`src/rtl/ctrl_pkg.sv`:
```
// Shared types for the I2S transmit serializer: slot format, control state and slot-width helper.
package ctrl_pkg;

    typedef enum logic {
        f16bits = 1'b0,
        f32bits = 1'b1
    } frame_size_t;

    typedef enum logic {
        IDLE = 1'b0,
        RUN  = 1'b1
    } tx_state_t;

    function automatic logic [5:0] slot_width(input frame_size_t fs);
        case (fs)
            f16bits: return 6'd16;
            f32bits: return 6'd32;
            default: return 6'd32;
        endcase
    endfunction

endpackage

```
`src/rtl/i2s_ws_counter.sv`:
```
// Bit counter and word-select generator; flags the last bit of each slot.
module i2s_ws_counter (
    input  logic       clk,
    input  logic       rst,
    input  logic       start,
    input  logic       run,
    input  logic       stop,
    input  logic [4:0] width_m1,
    output logic       ws,
    output logic       slot_end
);

    logic [4:0] cnt_r;
    logic       ws_r;

    // slot countdown; ws toggles at every slot boundary except the closing one
    always_ff @(posedge clk or posedge rst) begin
        if (rst) begin
            cnt_r <= 5'd0;
            ws_r  <= 1'b1;
        end else if (start) begin
            cnt_r <= width_m1;
            ws_r  <= 1'b0;
        end else if (run) begin
            if (cnt_r == 5'd0) begin
                if (stop) begin
                    cnt_r <= 5'd0;
                    ws_r  <= 1'b1;
                end else begin
                    cnt_r <= width_m1;
                    ws_r  <= ~ws_r;
                end
            end else begin
                cnt_r <= cnt_r - 5'd1;
            end
        end else begin
            cnt_r <= cnt_r;
            ws_r  <= ws_r;
        end
    end

    assign ws       = ws_r;
    assign slot_end = run && (cnt_r == 5'd0);

endmodule

```
`src/rtl/i2s_tx_serializer.sv`:
```
// I2S transmit serializer: FIFO pop, MSB-first shifting with one-bit delay, underrun flag.
// Define TX_UNDERRUN_REPEAT_EN to resend the last word of the same channel on underrun.
module i2s_tx_serializer
    import ctrl_pkg::*;
#(
    parameter int DATA_W = 32
) (
    input  logic              clk,
    input  logic              rst,
    input  logic              en,
    input  frame_size_t       frame_size,
    input  logic [DATA_W-1:0] fifo_data,
    input  logic              fifo_empty,
    output logic              fifo_rd,
    output logic              ws,
    output logic              sd,
    output logic              busy,
    output logic              underrun,
    input  logic              underrun_clr
);

    tx_state_t         state_r;
    frame_size_t       frame_r;
    logic [DATA_W-1:0] shift_r;
    logic              sd_r;
    logic              fifo_rd_r;
    logic              busy_r;
    logic              underrun_r;

    frame_size_t       fs_s;
    logic [4:0]        width_m1_s;
    logic [4:0]        msb_idx_s;
    logic [DATA_W-1:0] word_s;
    logic [DATA_W-1:0] fill_s;
    logic              ws_s;
    logic              slot_end_s;
    logic              start_s;
    logic              stop_s;
    logic              load_s;
    logic              run_s;

    assign run_s      = (state_r == RUN);
    assign start_s    = (state_r == IDLE) && en && !fifo_empty;
    assign stop_s     = slot_end_s && ws_s && !en;
    assign load_s     = slot_end_s && !stop_s;
    assign fs_s       = run_s ? frame_r : frame_size;
    assign width_m1_s = 5'(slot_width(fs_s) - 6'd1);
    assign msb_idx_s  = 5'(slot_width(frame_r) - 6'd1);

    // word taken from the FIFO, upper bits cleared for 16-bit slots
    always_comb begin
        word_s = fifo_data;
        if (fs_s == f16bits) begin
            word_s[DATA_W-1:16] = '0;
        end else begin
            word_s = fifo_data;
        end
    end

    i2s_ws_counter u_ws_counter (
        .clk      (clk),
        .rst      (rst),
        .start    (start_s),
        .run      (run_s),
        .stop     (stop_s),
        .width_m1 (width_m1_s),
        .ws       (ws_s),
        .slot_end (slot_end_s)
    );

`ifdef TX_UNDERRUN_REPEAT_EN
    logic [DATA_W-1:0] hist_left_r;
    logic [DATA_W-1:0] hist_right_r;

    // last word popped per channel; ws low now means the next slot is right
    always_ff @(posedge clk or posedge rst) begin
        if (rst) begin
            hist_left_r  <= '0;
            hist_right_r <= '0;
        end else if (start_s) begin
            hist_left_r <= word_s;
        end else if (load_s && !fifo_empty) begin
            if (ws_s) begin
                hist_left_r <= word_s;
            end else begin
                hist_right_r <= word_s;
            end
        end else begin
            hist_left_r  <= hist_left_r;
            hist_right_r <= hist_right_r;
        end
    end

    // underrun fill is the history of the channel about to start
    always_comb begin
        fill_s = '0;
        if (ws_s) begin
            fill_s = hist_left_r;
        end else begin
            fill_s = hist_right_r;
        end
    end
`else
    // underrun fill is silence
    always_comb begin
        fill_s = '0;
    end
`endif

    // control state, shifter and registered line outputs
    always_ff @(posedge clk or posedge rst) begin
        if (rst) begin
            state_r    <= IDLE;
            frame_r    <= f16bits;
            shift_r    <= '0;
            sd_r       <= 1'b0;
            fifo_rd_r  <= 1'b0;
            busy_r     <= 1'b0;
            underrun_r <= 1'b0;
        end else begin
            sd_r       <= shift_r[msb_idx_s];
            fifo_rd_r  <= start_s || (load_s && !fifo_empty);
            underrun_r <= (load_s && fifo_empty) || (underrun_r && !underrun_clr);
            case (state_r)
                IDLE: begin
                    if (start_s) begin
                        state_r <= RUN;
                        frame_r <= frame_size;
                        shift_r <= word_s;
                        busy_r  <= 1'b1;
                    end else begin
                        shift_r <= shift_r << 1;
                    end
                end
                RUN: begin
                    if (stop_s) begin
                        state_r <= IDLE;
                        shift_r <= '0;
                        busy_r  <= 1'b0;
                    end else if (load_s) begin
                        shift_r <= fifo_empty ? fill_s : word_s;
                    end else begin
                        shift_r <= shift_r << 1;
                    end
                end
                default: begin
                    state_r <= IDLE;
                    busy_r  <= 1'b0;
                end
            endcase
        end
    end

    assign fifo_rd  = fifo_rd_r;
    assign ws       = ws_s;
    assign sd       = sd_r;
    assign busy     = busy_r;
    assign underrun = underrun_r;

endmodule

```
`config.mk`:
```
export PLATFORM = sky130hd
export DESIGN_NAME = i2s_tx_serializer
export DESIGN_NICKNAME = d
export VERILOG_FILES = /design/src/rtl/ctrl_pkg.sv /design/src/rtl/i2s_ws_counter.sv /design/src/rtl/i2s_tx_serializer.sv
export SDC_FILE = /design/constraint.sdc
export NUM_CORES = 1
export LEC_CHECK = 0
export ABC_AREA = 1
export CELL_PAD_IN_SITES_DETAIL_PLACEMENT = 0
export CELL_PAD_IN_SITES_GLOBAL_PLACEMENT = 1
export CORE_MARGIN = 2
export CORE_UTILIZATION = 48
export CTS_CLUSTER_SIZE = 30
export DETAILED_ROUTE_END_ITERATION = 7
export DONT_BUFFER_PORTS = 1
export GPL_ROUTABILITY_DRIVEN = 0
export MAX_ROUTING_LAYER = met4
export PLACE_DENSITY = 0.84
export SLEW_MARGIN = 15
export SYNTH_ARGS = -nofsm -noshare
export SYNTH_HDL_FRONTEND = slang
export SYNTH_SLANG_ARGS = --single-unit
```
`constraint.sdc`:
```
create_clock -name clk -period 2.15 [get_ports clk]
set_input_delay 0.1075 -clock clk [delete_from_list [all_inputs] [get_ports clk]]
set_output_delay 0.1075 -clock clk [all_outputs]
set_load 0.01 [all_outputs]
```
==> impl_metrics.toml, run 1 <==
[synthesis]
syn-num-nets = 466
yosys.area.top_type = "dfrtp_1"
synth_cells = 427
synth_cell_types = 33
synth.avg_cell_area_um2 = 6.40
synth_top_area_share = 0.394
ys_ff_latch = 44
ys.warnings.count = 0
yosys-top-cells-area = "dfrtp_1 39%, nand2_1 27%, nor2_1 6.7%, inv_1 5.6%, a21oi_1 2.9%"
ys_seq_area_frac = 0.403
synth_area_mm2 = 0.00273

[timing]
slew_viol_final = 0
max_slew_margin = 0.394
tightest_slew_ps = 904
fin_crit_ps = 2000
setup_tns_ps = 0
hold_viol = 0
fmax_ghz = 0.499
rsz0062_at_grt = "false"
skew_ps = 5.58
setup_viol = 0
fin_crit_sh = 0.932

[die]
die_area_mm2 = 0.00632
rows = 27
io_pins = 43
die_y_um = 79.5
fp.dieW_um = 79.5
core_region_area_mm2 = 0.00551
initial_core_util = 0.496

[worst_hold_path]
hp-start = "fifo_empty"
hold_end = "frame_r"
whs_path_depth = 2
min_path_type = "primary input to flop"

[setup_path]
critPathKind = "flop to flop"
rr_worst_depth = 8
reg2reg_to = "underrun"
cp-start-kind = "flop"
crit_fanout = 32
r2r_start = "u_ws_counter.cnt_r[1]"
ff2ff_setup_slack_ps = 150
cp.required_ps = 2380
critical_path.endpoint_type = "flop"
worstPathArrival_ps = 2240

[routing]
drc_errors = 0
drtIter0Drc = 159
wl_per_cell_um = 12.6
ant_nets = 0
viasPerCell = 4.94
first_pass_iters = 4
wl_um = 6290
vias = 2459

[finish]
multi_input_area_mm2 = 0.00133
diodes = 0
layout_common_cells = "196 x nand2_1, 49 x nor2_1, 43 x dfrtp_1"
syn2layout_area_growth_pct = 7.46
drive_above_1_share = 0.0704
nFillCells = 541
ff_latch_area_mm2 = 0.00110
final_common_cell = "nand2_1"
num-nets-final = 464

[clock_network]
clk_pin_slew_ps = 90
clk-insertion-delay-late_ps = 290
cts-root-buf = "clkbuf_8"
cts_buffer_depth = 2
cts-buffers-inserted = 5
cts_num_sinks = 44
cts_tree = "yes"
htreeDepth = 2

[run_status]
status = "complete, no violations"

[power_and_ir_drop]
fin_total_pwr_uw = 3090
power_density_mw_per_mm2 = 1050
leakagePower_uw = 0.00163
peakVddDrop_v = 0.000502

[global_route]
antenna_found_initial = 0
grt_overflow = 0
grt_pass1_wl_um = 10800
grt_pass1_vias = 2238
grt_max_degree = 37
grt_use_total = 0.225

[place]
io_buffers = 0
place_hpwl_um = 3750

[flow_run]
maxCapViolations = 0
## worst max path at each step
stage                                      from           to  slack (ps)  depth (start not counted)
after floorplan           u_ws_counter.cnt_r[0]  shift_r[16]         660                         10
after global placement                    run_s   shift_r[1]         450                          8
after detailed placement  u_ws_counter.cnt_r[0]  shift_r[17]         450                         10
after CTS                 u_ws_counter.cnt_r[0]     underrun          40                          8
after global routing      u_ws_counter.cnt_r[1]     underrun          30                          8
final                     u_ws_counter.cnt_r[1]     underrun         150                          8
## cells in the mapped netlist
cell type  instances
inv_2              4
or2_2              2
buf_1              1
buf_2             11
a31oi_2            1
a21oi_1           16
o21ai_2            1
o31ai_1            1
o211ai_1           1
nand2_2            2
buf_4              1
nand3_1            8
nand2_1          196
clkinv_1           5
inv_1             41
ha_1               1
a21oi_2            1
nor2_2             2
dfstp_2            1
o21a_1             1
a31oi_1            1
nor2_1            49
buf_6              4
dfrtp_1           43
o21ai_1           14
o21ai_0            9
clkbuf_1           3
o22ai_1            1
a21boi_1           1
nand4_1            2
nand3_2            1
nor3_4             1
clkbuf_2           1
## registers in the layout, summed over array words and instances, names as in the netlist
signal and count:
shift_r 32, u_ws_counter.cnt_r 5, busy 1, fifo_rd 1, frame_r 1, run_s 1, sd 1, u_ws_counter.ws 1
underrun 1
## kinds of logic after synthesis
| kind of cell | after synthesis | synth area share |
|---|---|---|
| AND/OR/NAND/NOR | 263 | 0.379 |
| buffers and inverters | 71 | 0.115 |
| flip-flops | 44 | 0.403 |
| AO/OA/AOI/OAI | 48 | 0.0979 |
| adder cells (fa/ha/maj) | 1 | 0.00458 |
## worst max-delay path, cell delays in order (launching register included)
cell	delay, ps
dfrtp_1	390
inv_1	120
ha_4	170
nand3_2	120
nor2_4	140
o21ai_2	70
buf_6	190
o22ai_1	150
dlygate4sd3_1	580
## timing repair
| item | CTS | global route |
|---|---|---|
| hold buffers | 6 | 0 |
| hold endpoints to repair | 27 | 0 |
| setup buffers | 0 | 0 |
| setup endpoints to repair | 0 | 1 |
| gates resized for setup | 0 | 5 |
## final cells by class
| class | count | share of cell area |
|---|---|---|
| Clock buffer | 8 | 0.0307 |
| Inverter | 50 | 0.0639 |
| Multi-Input combinational cell | 312 | 0.454 |
| Sequential cell | 44 | 0.375 |
| Tap cell | 72 | 0.0307 |
| Timing Repair Buffer | 12 | 0.0456 |
## metal layers
metal	wire length [um]	track usage	vias up	part of all wire
met5	0	-	-	0
met3	275	0.0407	7	0.044
met2	2880	0.356	53	0.46
met1	3070	0.299	1114	0.49
met4	65	0.0586	0	0.010
li1	-	-	1285	-
## power breakdown
part	internal, uW	switching (uW)
registers	1130	213
clock network	263	285
logic	433	765
total	1820	1260
## per-stage QoR
stage / cells / hold slack (ps) / util / instance area [um^2] / setup slack [ps]
finish: 498 / 8.00 / 0.534 / 2940 / 146
global route: 498 / 31.7 / 0.534 / 2940 / 32.3
detailed placement: 484 / 125 / 0.502 / 2770 / 447
floorplan: 427 / 176 / - / 2730 / 664
global placement: 484 / 110 / 0.502 / 2770 / 454
CTS: 498 / 7.06 / 0.530 / 2920 / 39.0
No activity file was read; power rests on OpenSTA's default activity.
==> inputs of run 2 (changes only) <==
--- a/config.mk
+++ b/config.mk
@@ -9,13 +9,13 @@
 export CELL_PAD_IN_SITES_DETAIL_PLACEMENT = 0
 export CELL_PAD_IN_SITES_GLOBAL_PLACEMENT = 1
 export CORE_MARGIN = 2
-export CORE_UTILIZATION = 48
+export CORE_UTILIZATION = 25
 export CTS_CLUSTER_SIZE = 30
 export DETAILED_ROUTE_END_ITERATION = 7
 export DONT_BUFFER_PORTS = 1
 export GPL_ROUTABILITY_DRIVEN = 0
 export MAX_ROUTING_LAYER = met4
-export PLACE_DENSITY = 0.84
+export PLACE_DENSITY = 0.49
 export SLEW_MARGIN = 15
 export SYNTH_ARGS = -nofsm -noshare
 export SYNTH_HDL_FRONTEND = slang
==> impl_metrics.toml, run 2 (synthesis gave the netlist of run 1 again) <==
[run_status]
status = "complete, no violations"

[setup_path]
rr_worst_depth = 10
r2r_start = "u_ws_counter.cnt_r[0]"
critical_path.endpoint_type = "flop"
ff2ff_setup_slack_ps = 350
cp.required_ps = 2350
reg2reg_to = "shift_r[29]"
critPathKind = "flop to flop"
cp-start-kind = "flop"
worstPathArrival_ps = 2000
crit_fanout = 32

[die]
io_pins = 43
initial_core_util = 0.254
rows = 38
core_region_area_mm2 = 0.0107
die_area_mm2 = 0.0118
die_y_um = 109
fp.dieW_um = 109

[finish]
syn2layout_area_growth_pct = 10.7
largest_reg_flops = 32
finalCoreUtilization = 0.282
diodes = 0
drive_above_1_share = 0.0771
final_common_cell = "nand2_1"
largestRegisters = "shift_r x32, u_ws_counter.cnt_r x5"
nFillCells = 1223
final_cell_area_mm2 = 0.00303
largest_register = "shift_r"
layout_common_cells = "196 x nand2_1, 49 x nor2_1, 43 x dfrtp_1"
num-nets-final = 466

[timing]
setup_tns_ps = 0
hold_viol = 0
slew_viol_final = 0
skew_ps = 7.37
rsz0062_at_grt = "false"
setup_viol = 0
fin_ws_ps = 354
tightest_slew_ps = 630
max_slew_margin = 0.580
fin_crit_sh = 0.836
fmax_ghz = 0.557
fin_crit_ps = 1800

[power_and_ir_drop]
power_density_mw_per_mm2 = 1060
leakagePower_uw = 0.00164
peakVddDrop_v = 0.000382

[routing]
viasPerCell = 4.41
first_pass_iters = 4
drtIter0Drc = 104
wl_um = 7690
drc_errors = 0
wl_per_cell_um = 13.5
ant_nets = 0
vias = 2505

[worst_hold_path]
whs_path_depth = 4
min_path_type = "primary input to flop"
hold_end = "shift_r[12]"
hp-start = "fifo_data[12]"

[clock_network]
cts-resized-gates = 0
hold_buffers = 6
htreeDepth = 2
clk_pin_slew_ps = 90
cts-root-buf = "clkbuf_8"
cts_setup_buffers = 0
clk-insertion-delay-late_ps = 300
cts_tree = "yes"
cts_num_sinks = 44
cts_buffer_depth = 2
cts-buffers-inserted = 5

[place]
place_hpwl_um = 4660
dpl_worst_slack_ps = 339
io_buffers = 0
post_dp_cell_area_mm2 = 0.00285

[global_route]
grt_pass1_vias = 2508
grt_use_total = 0.147
grt_max_degree = 45
grt_overflow = 0
antenna_found_initial = 0
grt_pass1_wl_um = 12800

[flow_run]
maxCapViolations = 0
-- run 2: final cells by class --
type                       instances  area (um^2)  share of cell area
clock buffer                       5         68.8              0.0227
clock inverter                     3         42.5              0.0141
inverter                          50          188              0.0620
multi-input combinational        312         1320               0.435
tap                              140          175              0.0579
timing repair buffer              14          133              0.0438
sequential                        44         1100               0.364
-- run 2: metrics by stage --
stage               instances  hold slack (ps)  power, uW
floorplan                 427              176       2310
global placement          554             60.5       2580
detailed placement        554             58.8       2580
CTS                       568             24.5       3260
global route              568             33.6       3530
finish                    568             40.6       3190
-- run 2: critical path, cell delays in order (launching register included) --
cell	delay [ps]
dfrtp_1	370
inv_1	110
ha_1	270
nand3_2	130
nor2_2	190
o21ai_2	70
buf_4	260
nand2_1	100
nand2_1	60
nand2_1	70
nand2_1	60
-- run 2: where the power goes --
group          leakage [uW]  internal [uW]  switching, uW  total [uW]
combinational       0.00102            409            788        1200
sequential         0.000568           1130            214        1340
clock             0.0000541            344            308         652
total               0.00164           1880           1310        3190
-- run 2: how the worst max path moves through the flow --
stage,cells after the start,startpoint,to
detailed placement,10,u_ws_counter.cnt_r[0],shift_r[29]
CTS,10,u_ws_counter.cnt_r[0],shift_r[29]
finish,10,u_ws_counter.cnt_r[0],shift_r[29]
global placement,10,u_ws_counter.cnt_r[0],shift_r[29]
floorplan,10,u_ws_counter.cnt_r[0],shift_r[16]
global route,10,u_ws_counter.cnt_r[0],shift_r[12]
-- run 2: routing by layer --
metal,global-route usage,vias up,part of all wire,wire length (um)
met2,0.230,55,0.44,3380
met4,0.0403,0,0.015,115
met3,0.0325,9,0.048,368
li1,-,1287,-,-
met1,0.192,1154,0.50,3820
met5,-,-,0,0
